### config.mk
export PLATFORM = sky130hd
export DESIGN_NAME = random_word_buffer
export DESIGN_NICKNAME = d
export VERILOG_FILES = /design/src/rtl/random_word_buffer.sv
export SDC_FILE = /design/constraint.sdc
export NUM_CORES = 1
export LEC_CHECK = 0
export ABC_AREA = 0
export CAP_MARGIN = 15
export CORE_UTILIZATION = 55
export DETAILED_ROUTE_END_ITERATION = 7
export PLACE_DENSITY = 0.75
export SYNTH_ARGS = -nofsm -noshare
export SYNTH_HDL_FRONTEND = slang
export SYNTH_SLANG_ARGS = --single-unit
### constraint.sdc
create_clock -name clk -period 5.45 [get_ports clk]
set_clock_uncertainty 0.1 [all_clocks]
set_input_delay 0.545 -clock clk [delete_from_list [all_inputs] [get_ports clk]]
set_output_delay 0.545 -clock clk [all_outputs]
set_load 0.02 [all_outputs]
### src/rtl/random_word_buffer.sv
// random_word_buffer
// Decouples a free-running random word generator from a consumer.
// After reset the first Warmup generator words are thrown away, then
// nonzero words are collected into a show-ahead FIFO. Zero words are
// consumed from the generator but never stored.
module random_word_buffer #(
    parameter int Width  = 32,
    parameter int Depth  = 8,
    parameter int Warmup = 16
) (
    input  logic                       clk,
    input  logic                       rst,
    input  logic [Width-1:0]           rnd,
    output logic                       rng_ce,
    input  logic                       flush,
    output logic [Width-1:0]           out_data,
    output logic                       out_valid,
    input  logic                       out_ready,
    output logic [$clog2(Depth+1)-1:0] level,
    output logic                       full,
    output logic                       warm
);

    // Pointer, level and warmup-counter widths. A zero Warmup still
    // needs a one-bit counter so the declarations stay legal.
    localparam int PW = (Depth > 1) ? $clog2(Depth) : 1;
    localparam int LW = $clog2(Depth + 1);
    localparam int CW = (Warmup > 0) ? $clog2(Warmup + 1) : 1;

    localparam logic [CW-1:0] WARM_LAST = (Warmup > 0) ? CW'(Warmup - 1) : {CW{1'b0}};
    localparam logic [CW-1:0] WARM_SAT  = CW'(Warmup);
    localparam logic [LW-1:0] LVL_MAX   = LW'(Depth);
    localparam logic [PW-1:0] PTR_LAST  = PW'(Depth - 1);

    typedef enum logic [0:0] {
        ST_WARMUP = 1'b0,
        ST_RUN    = 1'b1
    } state_e;

    // With no warmup requested the buffer starts collecting immediately.
    localparam state_e RESET_STATE = (Warmup == 0) ? ST_RUN : ST_WARMUP;

    // Advance a FIFO pointer, wrapping at Depth (Depth need not be 2^n).
    function automatic logic [PW-1:0] ptr_inc(input logic [PW-1:0] p);
        logic [PW-1:0] r;
        if (p == PTR_LAST) begin
            r = {PW{1'b0}};
        end else begin
            r = p + PW'(1);
        end
        return r;
    endfunction

    // Registered state
    state_e           state_q,    state_d;
    logic [CW-1:0]    warm_cnt_q, warm_cnt_d;
    logic [PW-1:0]    wr_ptr_q,   wr_ptr_d;
    logic [PW-1:0]    rd_ptr_q,   rd_ptr_d;
    logic [LW-1:0]    level_q,    level_d;
    logic [Width-1:0] out_data_q, out_data_d;
    logic [Width-1:0] mem_q [Depth];

    // Handshake terms
    logic in_run_s;
    logic pop_s;
    logic take_s;
    logic push_s;

    // Externally visible status. Everything that could start a transfer
    // is forced low while rst is high, even if the state is still RUN.
    assign in_run_s  = !rst && (state_q == ST_RUN);
    assign out_valid = !rst && (level_q != {LW{1'b0}});
    assign full      = !rst && (level_q == LVL_MAX);
    assign warm      = in_run_s;
    assign level     = level_q;
    assign out_data  = out_data_q;

    // Pop, take and push decisions for the current cycle. A flush
    // blocks the take; the pop it would allow is discarded later by
    // the flush branch of the next-state logic.
    always_comb begin
        pop_s  = out_valid && out_ready;
        take_s = in_run_s && !flush && ((level_q < LVL_MAX) || pop_s);
        push_s = take_s && (rnd != {Width{1'b0}});
    end

    // Generator advance: always during warmup, otherwise follows take.
    always_comb begin
        if (rst) begin
            rng_ce = 1'b0;
        end else if (state_q == ST_WARMUP) begin
            rng_ce = 1'b1;
        end else begin
            rng_ce = take_s;
        end
    end

    // Next-state logic for the FSM, warmup counter, pointers, level and
    // the show-ahead output register.
    always_comb begin
        state_d    = state_q;
        warm_cnt_d = warm_cnt_q;
        wr_ptr_d   = wr_ptr_q;
        rd_ptr_d   = rd_ptr_q;
        level_d    = level_q;
        out_data_d = out_data_q;

        case (state_q)
            ST_WARMUP: begin
                // Saturating count of discarded words.
                if (warm_cnt_q != WARM_SAT) begin
                    warm_cnt_d = warm_cnt_q + CW'(1);
                end else begin
                    warm_cnt_d = warm_cnt_q;
                end
                // Leave on the edge that closes the Warmup-th cycle.
                if (warm_cnt_q >= WARM_LAST) begin
                    state_d = ST_RUN;
                end else begin
                    state_d = ST_WARMUP;
                end
            end
            ST_RUN: begin
                state_d = ST_RUN;
                if (flush) begin
                    // Drop everything; out_data keeps its stale value.
                    wr_ptr_d = {PW{1'b0}};
                    rd_ptr_d = {PW{1'b0}};
                    level_d  = {LW{1'b0}};
                end else begin
                    if (pop_s) begin
                        rd_ptr_d = ptr_inc(rd_ptr_q);
                    end else begin
                        rd_ptr_d = rd_ptr_q;
                    end
                    if (push_s) begin
                        wr_ptr_d = ptr_inc(wr_ptr_q);
                    end else begin
                        wr_ptr_d = wr_ptr_q;
                    end
                    case ({push_s, pop_s})
                        2'b10:   level_d = level_q + LW'(1);
                        2'b01:   level_d = level_q - LW'(1);
                        default: level_d = level_q;
                    endcase
                    // Preload the next head. When the new head is the
                    // slot being written this edge, bypass the array.
                    if (level_d != {LW{1'b0}}) begin
                        if (push_s && (wr_ptr_q == rd_ptr_d)) begin
                            out_data_d = rnd;
                        end else begin
                            out_data_d = mem_q[rd_ptr_d];
                        end
                    end else begin
                        out_data_d = out_data_q;
                    end
                end
            end
            default: begin
                state_d = RESET_STATE;
            end
        endcase
    end

    // Control and output registers with synchronous reset.
    always_ff @(posedge clk) begin
        if (rst) begin
            state_q    <= RESET_STATE;
            warm_cnt_q <= {CW{1'b0}};
            wr_ptr_q   <= {PW{1'b0}};
            rd_ptr_q   <= {PW{1'b0}};
            level_q    <= {LW{1'b0}};
            out_data_q <= {Width{1'b0}};
        end else begin
            state_q    <= state_d;
            warm_cnt_q <= warm_cnt_d;
            wr_ptr_q   <= wr_ptr_d;
            rd_ptr_q   <= rd_ptr_d;
            level_q    <= level_d;
            out_data_q <= out_data_d;
        end
    end

    // Storage array; only ever read at occupied slots, so no reset.
    always_ff @(posedge clk) begin
        if (push_s) begin
            mem_q[wr_ptr_q] <= rnd;
        end
    end

endmodule

# --- Word level (Yosys, flattened, before mapping) ---
# Memories as Yosys holds them, arrays and structs flattened. A register that Yosys moved wholly into a read port is not among the register bits.
# Cells that the tools add are included.
totals:
  mem_count: 1
  regBits: 16
  output_inout_bits: 40
  word_cells: 56
  in_bits: 36
  mem_bits_rw: 256
classes:
  n_addsub: 5
  mux: 18
  n_eq_ne: 6
  n_bitwise: 2
  reduce_logical: 17
  magnitude_cmp: 2
memory_table:
  columns: ["name", "depth", "word_bits", "rd", "rd_clocked_by_memory_dff", "write_ports", "line", "source"]
  rows:
  - ["mem_q", 8, 32, 1, 1, 1, "61", "logic [Width-1:0] mem_q [Depth];"]
op_table:
  columns: ["cell", "n"]
  rows:
  - ["nonzero test 32 bit", 1]
  - ["two-way mux 3 bit", 8]
  - ["two-way mux 4 bit", 3]
  - ["one-hot mux 4 bit (2 select lines)", 1]
  - ["nonzero test 4 bit", 2]
  - ["logical AND 1 bit", 7]
  - ["adder 3 x 1 -> 3 bit (second input constant)", 2]
  - ["== test 3 bit (second input constant)", 2]
  - ["adder 5 x 1 -> 5 bit (second input constant)", 1]
  - ["greater-or-equal comparator 5 x 4 -> 1 bit (second input constant)", 1]
  - ["two-way mux 1 bit", 5]
  - ["!= test 5 bit (second input constant)", 1]
  - ["adder 4 x 1 -> 4 bit (second input constant)", 1]
  - ["== test 4 bit (second input constant)", 1]
  - ["< comparator 4 bit (second input constant)", 1]
  - ["AND reduction 2 bit", 2]
  - ["subtractor 4 x 1 -> 4 bit (second input constant)", 1]
  - ["AND reduction 3 bit", 1]
  - ["== test 2 x 1 -> 1 bit (second input constant)", 1]
  - ["== test 2 bit (second input constant)", 1]
  - ["zero test 1 bit", 2]
  - ["inverter 1 bit", 2]
  - ["one-hot mux 1 bit (2 select lines)", 1]
  - ["nonzero test 2 bit", 1]
  - ["logical OR 1 bit", 1]

# --- Longest topological paths before layout ---
# Gate-level depths: netlist (run 1).
depth:
  depth_word: 12
  depth_mapped: 16
  mapped_depth_nobuf: 14

# --- Least setup slack after synthesis (run 1) ---
# No wires, ideal clock.
synth_path:
  kind: "input to register"
  start: "input port rst"
  end: "memory mem_q[6][0], enable pin"
  path_stages: 5
  required_time_ns: 4.882
  t_arrival_ns: 3.666
  setup_slack_ns: 1.216
  cell_sequence: "clkbuf_1 nor3_1 o21a_1 nand2_1 nor3b_1"
synth_via:
  elab_chain_cells: 8
  word_cells_on_any_way: 10
synth_lines:
  columns: ["item", "line", "source"]
  rows:
  - ["start, declared", "12", "input logic rst,"]
  - ["zero test 1 bit *", "71, 72", null]
  - ["logical AND 1 bit", "72", "assign out_valid = !rst && (level_q != {LW{1'b0}});"]
  - ["logical AND 1 bit", "82", "pop_s = out_valid && out_ready;"]
  - ["logical OR 1 bit", "83", "take_s = in_run_s && !flush && ((level_q < LVL_MAX) || pop_s);"]
  - ["logical AND 1 bit *", "83", null]
  - ["logical AND 1 bit *", "84", "push_s = take_s && (rnd != {Width{1'b0}});"]
  - ["two-way mux 1 bit *", "186", "if (push_s) begin"]
  - ["two-way mux 1 bit (implied by the code) *", "187", "mem_q[wr_ptr_q] <= rnd;"]
  - ["end, declared", "61", null]
# Every way passes the cells marked *; elsewhere a longest branch is shown, timed or not.

# --- Worst setup path after layout (run 1) ---
layout_path:
  start: "input port rnd[18]"
  end: "register out_data_q[23] (netlist: out_data[23]), read port of mem_q"
layout_via:
  elab_chain_cells: 8
  word_cells_on_any_way: 9
layout_lines:
  columns: ["item", "line", "source"]
  rows:
  - ["start, declared", "13", "input logic [Width-1:0] rnd,"]
  - ["nonzero test 32 bit *", "84", null]
  - ["logical AND 1 bit *", "84", null]
  - ["== test 2 x 1 -> 1 bit or == test 2 bit (tied branches)", "141", "case ({push_s, pop_s})"]
  - ["one-hot mux 4 bit (2 select lines) *", "141", null]
  - ["two-way mux 4 bit *", "125", "if (flush) begin"]
  - ["two-way mux 4 bit *", "108", "case (state_q)"]
  - ["nonzero test 4 bit *", "148", "if (level_d != {LW{1'b0}}) begin"]
  - ["AND reduction 3 bit (no line) *", null, null]
  - ["end, declared", "60", "logic [Width-1:0] out_data_q, out_data_d;"]
# Every way passes the cells marked *; elsewhere a longest branch is shown, timed or not. The select of a mux whose other input is x is not followed.
# A chain may end at the register's enable or synchronous reset.

==> results.toml, run 1 <==
[setup_path]
path_class = "in2reg"
reg2reg_slack_ps = 1290
required_ps = 5820
critPathSlowestCell = "clkdlybuf4s50_1"
r2r_start = "state_q"
endpoint_kind = "flip-flop"
cp_max_fo = 32
reg2regPathDepth = 15
start_kind = "input pin"
crit_path_cell_trace = "clkdlybuf4s50_1 -> nor4_1 -> nand4_1 -> o21a_1 -> inv_2 -> ha_1 -> xor2_1 -> ha_1 -> a21oi_1 -> xor2_1 -> nor2_1 -> xnor2_1 -> a311oi_4 -> buf_4 -> o21ai_1 -> o2bb2ai_1"
cp_top_family = "compound AO/OA/AOI/OAI gates"
critPathMaxStageDelay_ps = 590
arrival_ps = 4790
timing.rr.end = "out_data[23]"
cp_num_buf_inv = 3

[logic_synthesis]
synthCells = 751
avgSynthCellArea_um2 = 16.36
synth_cell_types = 48
synth_edf_count = 256
yosysSeqAreaShare = 0.7039
synth-seq-cells = 304
yosys.area.top_type = "edfxtp_1"
synth_top_area_share = 0.6257
syn-cell-area_um2 = 12290
async_reset_ff_frac = 0
synth_area_leaders = "edfxtp_1 (63%), dfxtp_1 (7.8%), mux2_2 (5.9%), mux2_1 (3.0%), mux2i_1 (2.9%)"
syn_nets = 797
synthFlopType = "edfxtp_1"
ys_warn_count = 0

[layout]
antenna_cells = 0
nets = 874
layout-drive-gt1-share = 0.1798
final_cell_mix = "edfxtp_1 (256), clkdlybuf4s50_1 (75), mux2_2 (64)"
syn2layout_area_growth_pct = 17.37
mostFrequentLayoutCell = "edfxtp_1"

[sta]
finalCritPeriodShare = 0.8108
max_clock_freq_ghz = 0.2263
setup_viol = 0
finalSetupTns_ps = 0
min_period_ps = 4419
worst_slew_pin_slew_ps = 1061
postLayoutSetupSlackWorst_ps = 1031
slew_headroom = 0.2927
finalHoldViolCount = 0
rsz0062_at_grt = "false"
finalMaxSlewViolations = 0

[global_routing]
antenna_found_initial = 0
first_global_vias = 7238
grt-ovfl-total = 0
grt_max_degree = 81
grt_use_total = 0.2376
grt_pass1_wl_um = 40580

[hold_path]
hold_class = "reg2reg"
min_from = "out_data[9]"
hold_path_depth = 1
min_to = "out_data[9]"

[clock_tree]
insertion_delay_ps = 540
clk_path_buf_depth = 3
clock-root-buffer = "clkbuf_16"
htree_levels = 1
cts.sinks = 304
cts_resized = 0
post_cts_buffers = 0
postCtsHoldBufs = 0
cts_buffers = 29
clk_pin_slew_ps = 60
cts_tree = "yes"

[detailed_routing]
drt_iter0_drc = 657
viasPerCell = 6.227
firstDrtPassIters = 7
via_count = 7043
wl_um = 26860
drc = 0
ant_nets = 0
wire_per_inst_um = 23.75

[power_and_ir_drop]
leakage_nw = 5.098
ir_drop_uv = 238.1
powerDensity_nw_per_um2 = 338.1

[die]
die_y_um = 151.5
die_x_um = 151.5
rows = 54
fp.dieArea_um2 = 22940
start_util = 0.5613
io_pins = 76
core_region_area_um2 = 21890

[placement]
gp_congestion = 0.8515
numPortBuffers = 75
place_ws_ps = 460.3
dp_hpwl_um = 14430

[flow_run]
drv_cap = 0

[run_status]
status = "finished, final reports clean"
stage by stage:
step | hold slack [ps] | util | total power [mW] | std cells | cell area, um2
6_report | 372.1 | 0.6588 | 4.876 | 1131 | 14420
3_3_place_gp | 349.9 | 0.6142 | 2.874 | 1077 | 13450
4_1_cts | 371.1 | 0.6588 | 4.902 | 1131 | 14420
2_1_floorplan | 389.5 | - | 2.779 | 751 | 12290
5_1_grt | 383.0 | 0.6588 | 5.014 | 1131 | 14420
3_5_place_dp | 349.0 | 0.6142 | 2.896 | 1077 | 13450
worst max-delay path by stage:
stage,from,cells past startpoint,end
after detailed placement,rnd[18],16,out_data[21]
after global routing,rnd[18],16,out_data[23]
after floorplan,rst,5,mem_q[6][0]
after global placement,rnd[18],16,out_data[17]
final,rnd[18],16,out_data[23]
after CTS,rnd[18],16,out_data[23]
metal layers:
metal	GRT usage	vias up	wire length [um]
li1	-	3194	-
met2	0.4142	241	13670
met4	0.06950	0	539
met1	0.3089	3566	10980
met5	0	-	0
met3	0.03413	42	1665
cell usage after synthesis, types with 7 or more instances:
master / number
clkbuf_1: 25
edfxtp_1: 256
o21ai_1: 33
o2bb2ai_1: 32
nor2_1: 27
mux2_2: 64
a21oi_1: 9
buf_2: 13
nand2_1: 9
dfxtp_1: 48
mux2_1: 33
mux2i_1: 35
o211a_1: 31
nor4_1: 10
a222oi_1: 31
nor3_1: 7
ha_1: 10
power breakdown:
group	switching [mW]	total, mW	internal, mW
clock	0.830	2.03	1.20
combinational	0.157	0.264	0.108
sequential	0.0322	2.59	2.55
total	1.02	4.88	3.86
final cells by class:
class,count,area (um2)
Timing Repair Buffer,95,925.9
Inverter,6,22.52
Tap cell,280,350.3
Clock inverter,16,156.4
Multi-Input combinational cell,392,3498
Fill cell,1491,7470
Clock buffer,38,819.5
Sequential cell,304,8648
kinds of logic (layout without fill, tap and decap cells):
| logic type | count (synthesis) | count (layout) | synth area share |
|---|---|---|---|
| xor gates and xnor gates | 11 | 11 | 0.007841 |
| and+or+nand+nor | 79 | 79 | 0.03574 |
| AOI/OAI and AO/OA | 160 | 160 | 0.1048 |
| DFF | 304 | 304 | 0.7039 |
| buffers and inverters | 55 | 155 | 0.02016 |
| muxes | 132 | 132 | 0.1174 |
| adders and majority gates | 10 | 10 | 0.01018 |
sequential cells by signal, indices dropped and copies added (netlist names):
register    count
level           4
mem_q         256
out_data       32
rd_ptr_q        3
state_q         1
warm_cnt_q      5
wr_ptr_q        3
Note: power is estimated with default switching activity, not from simulation.
==> run 2: changes to the inputs <==
--- a/config.mk
+++ b/config.mk
@@ -7,7 +7,7 @@
 export LEC_CHECK = 0
 export ABC_AREA = 0
 export CAP_MARGIN = 15
-export CORE_UTILIZATION = 55
+export CORE_UTILIZATION = 53
 export DETAILED_ROUTE_END_ITERATION = 7
 export PLACE_DENSITY = 0.75
 export SYNTH_ARGS = -nofsm -noshare
==> constraint.sdc (replaced) <==
create_clock -name clk -period 3.95 [get_ports clk]
set_clock_uncertainty 0.1 [all_clocks]
set_input_delay 0.395 -clock clk [delete_from_list [all_inputs] [get_ports clk]]
set_output_delay 0.395 -clock clk [all_outputs]
set_load 0.02 [all_outputs]
==> results.toml, run 2 (synthesis gave the netlist of run 1 again) <==
[layout]
layout-drive-gt1-share = 0.2237
utilization = 0.6579
syn2layout_area_growth_pct = 21.59
antenna_cells = 0
nets = 927
largest_register_ff_count = 256
final_cell_mix = "edfxtp_1 (256), clkdlybuf4s50_1 (75), mux2_2 (64)"
top_register = "mem_q"
regArea_um2 = 8648
layout.cells.non_filler = 1188
mostFrequentLayoutCell = "edfxtp_1"
multi_input_area_um2 = 3492
num-fill-cells = 1539

[clock_tree]
cts_tree = "yes"
postCtsHoldBufs = 0
cts_buffers = 29
htree_levels = 1
insertion_delay_ps = 540
cts_resized = 0
clk_path_buf_depth = 3
post_cts_buffers = 0
clock-root-buffer = "clkbuf_16"
cts.sinks = 304
clk_pin_slew_ps = 60

[power_and_ir_drop]
powerDensity_nw_per_um2 = 455.3
ir_drop_uv = 314.2
leakage_nw = 5.395
power_mw = 6.801

[setup_path]
critPathSlowestCell = "clkdlybuf4s50_1"
path_class = "in2reg"
cp_max_fo = 17
required_ps = 4310
crit_path_cell_trace = "clkdlybuf4s50_1 -> nor4_2 -> buf_4 -> nand4_1 -> o21a_1 -> inv_2 -> ha_1 -> xor2_1 -> ha_1 -> a21oi_1 -> xor2_1 -> nor2_1 -> xnor2_1 -> nand3_1 -> a21oi_4 -> buf_12 -> o2bb2ai_1"
critPathMaxStageDelay_ps = 480
cp_top_family = "buffers and inverters"
arrival_ps = 4010
start_kind = "input pin"
endpoint_kind = "flip-flop"
cp_num_buf_inv = 4

[die]
core_region_area_um2 = 22710
io_pins = 76
die_x_um = 154.3
fp.dieArea_um2 = 23800
start_util = 0.5410
rows = 55
die_y_um = 154.3

[detailed_routing]
wire_per_inst_um = 23.63
via_count = 7362
firstDrtPassIters = 7
ant_nets = 0
drt_iter0_drc = 667
viasPerCell = 6.197
wl_um = 28080
drc = 0

[sta]
rsz0062_at_grt = "false"
finalMaxSlewViolations = 0
finalHoldViolCount = 0
finalCritPeriodShare = 0.9239
max_clock_freq_ghz = 0.2740
min_period_ps = 3649
slew_headroom = 0.5009
setup_viol = 0
worst_slew_pin_slew_ps = 733.0

[placement]
place_inst = 1135
numPortBuffers = 75
gp_congestion = 0.7419
dp_hpwl_um = 16210

[global_routing]
grt_pass1_wl_um = 43190
grt_use_total = 0.2393
grt_max_degree = 44
antenna_found_initial = 0
first_global_vias = 7561
grt-ovfl-total = 0

[run_status]
status = "finished, final reports clean"

[hold_path]
hold_class = "reg2reg"

[flow_run]
drv_cap = 0
## run 2: cell types whose count changed in the layout (fill, tap and decap cells not counted), sizes merged
cell and delta:
clkinv -2, buf +53, bufinv +1, clkbuf +1, inv -1
## run 2: worst paths after layout
kind,start,to,slack (ps),cells after the start
worst max-delay path,rnd[25],out_data[20],300,17
worst min-delay path,out_data[16],out_data[16],380,1
worst max register to register,level[3],out_data[20],530,15
worst min register to register,out_data[16],out_data[16],380,1
## run 2: layer usage
layer / wire length (um) / up-vias / track usage
li1: - / 3293 / -
met1: 11580 / 3703 / 0.3215
met2: 13700 / 306 / 0.3985
met3: 1802 / 60 / 0.03334
met4: 997 / 0 / 0.09241
met5: 0 / - / 0
## run 2: where the power goes
| part | internal [mW] | total, mW | leakage (nW) | switching [mW] |
|---|---|---|---|---|
| clock | 1.70 | 2.83 | 0.488 | 1.13 |
| sequential | 3.52 | 3.56 | 2.69 | 0.0341 |
| combinational | 0.185 | 0.419 | 2.22 | 0.234 |
## run 2: cell type report
class | count | share of cell area
Clock buffer | 39 | 0.05444
Clock inverter | 14 | 0.01139
Inverter | 6 | 0.001508
Multi-Input combinational cell | 392 | 0.2338
Sequential cell | 304 | 0.5789
Tap cell | 285 | 0.02387
Timing Repair Buffer | 148 | 0.09615
## run 2: metrics by stage
stage	hold WS [ps]	setup WS, ps	area [um2]	setup TNS [ps]
after floorplan	389.5	-154.4	12290	-18690
after global placement	367.2	-218.1	13950	-6724
after detailed placement	359.6	-373.5	13950	-10680
after CTS	377.0	164.7	14930	0
after global routing	389.4	94.61	14940	0
final	380.0	300.7	14940	0
==> run 3: changes to the inputs <==
--- a/config.mk
+++ b/config.mk
@@ -7,9 +7,8 @@
 export LEC_CHECK = 0
 export ABC_AREA = 0
 export CAP_MARGIN = 15
-export CORE_UTILIZATION = 53
+export CORE_UTILIZATION = 30
 export DETAILED_ROUTE_END_ITERATION = 7
-export PLACE_DENSITY = 0.75
 export SYNTH_ARGS = -nofsm -noshare
 export SYNTH_HDL_FRONTEND = slang
 export SYNTH_SLANG_ARGS = --single-unit
==> results.toml, run 3 (synthesis gave the netlist of run 1 again) <==
[run_status]
status = "finished, final reports clean"

[clock_tree]
insertion_delay_ps = 570
htree_levels = 1
cts_buffers = 31
clk_path_buf_depth = 3
clk_pin_slew_ps = 60
clock-root-buffer = "clkbuf_16"
cts.sinks = 304
cts_tree = "yes"
post_cts_buffers = 0

[layout]
antenna_cells = 0
nets = 936
mostFrequentLayoutCell = "edfxtp_1"
utilization = 0.3852
largest_register_ff_count = 256
layout-drive-gt1-share = 0.2355
top_register = "mem_q"
layout.cells.non_filler = 1438
final_cell_mix = "edfxtp_1 (256), clkdlybuf4s50_1 (75), mux2_2 (64)"
syn2layout_area_growth_pct = 25.71

[power_and_ir_drop]
clkPwrFrac = 0.430
leakage_nw = 5.488
switching_share = 0.2104
p_comb_frac = 0.061
ir_drop_uv = 341.7
powerDensity_nw_per_um2 = 452.2
cell_internal_pwr_mw = 5.515
pwr-share-seq = 0.509
switchingPower_mw = 1.470

[die]
die_y_um = 204.4
io_pins = 76
rows = 73
fp.dieArea_um2 = 41770
die_x_um = 204.4
core_region_area_um2 = 40100
start_util = 0.3064

[sta]
min_period_ps = 3609
worst_slew_pin_slew_ps = 567.7
slew_headroom = 0.6183
hold_ws_ps = 365.7
postLayoutSetupSlackWorst_ps = 340.8
setup_viol = 0
finalSetupTns_ps = 0
max_clock_freq_ghz = 0.2771
finalMaxSlewViolations = 0
rsz0062_at_grt = "false"
finalHoldViolCount = 0
finalCritPeriodShare = 0.9137

[setup_path]
arrival_ps = 3990
start_kind = "input pin"
required_ps = 4330
cp_num_buf_inv = 4
critPathSlowestCell = "clkdlybuf4s50_1"
path_class = "in2reg"
cp_max_fo = 24
endpoint_kind = "flip-flop"
cp_top_family = "compound AO/OA/AOI/OAI gates"
critPathMaxStageDelay_ps = 550
crit_path_cell_trace = "clkdlybuf4s50_1 -> nor4_1 -> buf_4 -> nand4_1 -> o21a_1 -> inv_2 -> ha_1 -> xor2_1 -> ha_1 -> a21oi_1 -> xor2_1 -> nor2_1 -> xnor2_2 -> a311oi_4 -> buf_12 -> o21ai_1 -> o2bb2ai_1"

[global_routing]
grt_pass1_wl_um = 44710
grt-ovfl-total = 0
first_global_vias = 7263
grt_max_degree = 34
antenna_found_initial = 0
grt_use_total = 0.1416

[detailed_routing]
drc = 0
drt_iter0_drc = 492
via_count = 7087
wire_per_inst_um = 20.66
viasPerCell = 4.928
ant_nets = 0
firstDrtPassIters = 5
wl_um = 29710

[placement]
numPortBuffers = 75
place_inst = 1382
dp_hpwl_um = 17650
gp_congestion = 0.7506
place_ws_ps = -682.5

[flow_run]
drv_cap = 0

[hold_path]
hold_class = "in2reg"
==> run 3: cell count changes in the layout (fill, tap and decap cells not counted), sizes merged <==
| cell | change |
|---|---|
| buf | +7 |
| clkinv | +3 |
| clkbuf | -2 |
| bufinv | +1 |
| inv | +1 |
==> run 3: layout make-up <==
cell class                      count  area, um2
Fill cell                        3607      24650
Timing Repair Buffer              155       1549
Inverter                            6      22.52
Clock inverter                     19      232.7
Multi-Input combinational cell    392       3518
Sequential cell                   304       8648
Clock buffer                       37      818.3
Tap cell                          525      656.9
==> run 3: power groups by stage <==
stage | registers [mW] | logic (mW) | clock network (mW)
detailed placement | 3.62 | 0.434 | 0
CTS | 3.55 | 0.435 | 3.06
finish | 3.55 | 0.430 | 3.00
global route | 3.56 | 0.476 | 3.16
global placement | 3.62 | 0.428 | 0
floorplan | 3.62 | 0.216 | 0
==> run 3: per-layer routing <==
layer  up-vias  share of wire  global-route usage
met5         -              0                   0
met4         0          0.016             0.03145
met3        33          0.041             0.02121
met2       138           0.50              0.2431
met1      3593           0.45              0.1878
li1       3323              -                   -
==> run 3: stage by stage <==
step	total power [mW]	cell area, um2
after floorplan	3.835	12290
after global placement	4.046	14370
after detailed placement	4.055	14370
after CTS	7.044	15430
after global routing	7.189	15450
final	6.985	15450
==> run 3: repair_timing <==
action                                  4_1_cts  5_1_grt
endpoints found under the setup margin       32       32
endpoints found under the hold margin         0        0
resized for setup                             1        2
hold buffers                                  0        0
==> run 3: final timing paths <==
check | start | endpoint | slack (ps) | cells past startpoint
max reg2reg | level[3] | out_data[13] | 660 | 15
max | rnd[7] | out_data[13] | 340 | 17
min reg2reg | out_data[7] | out_data[7] | 380 | 1
min | rnd[2] | mem_q[2][2] | 370 | 1
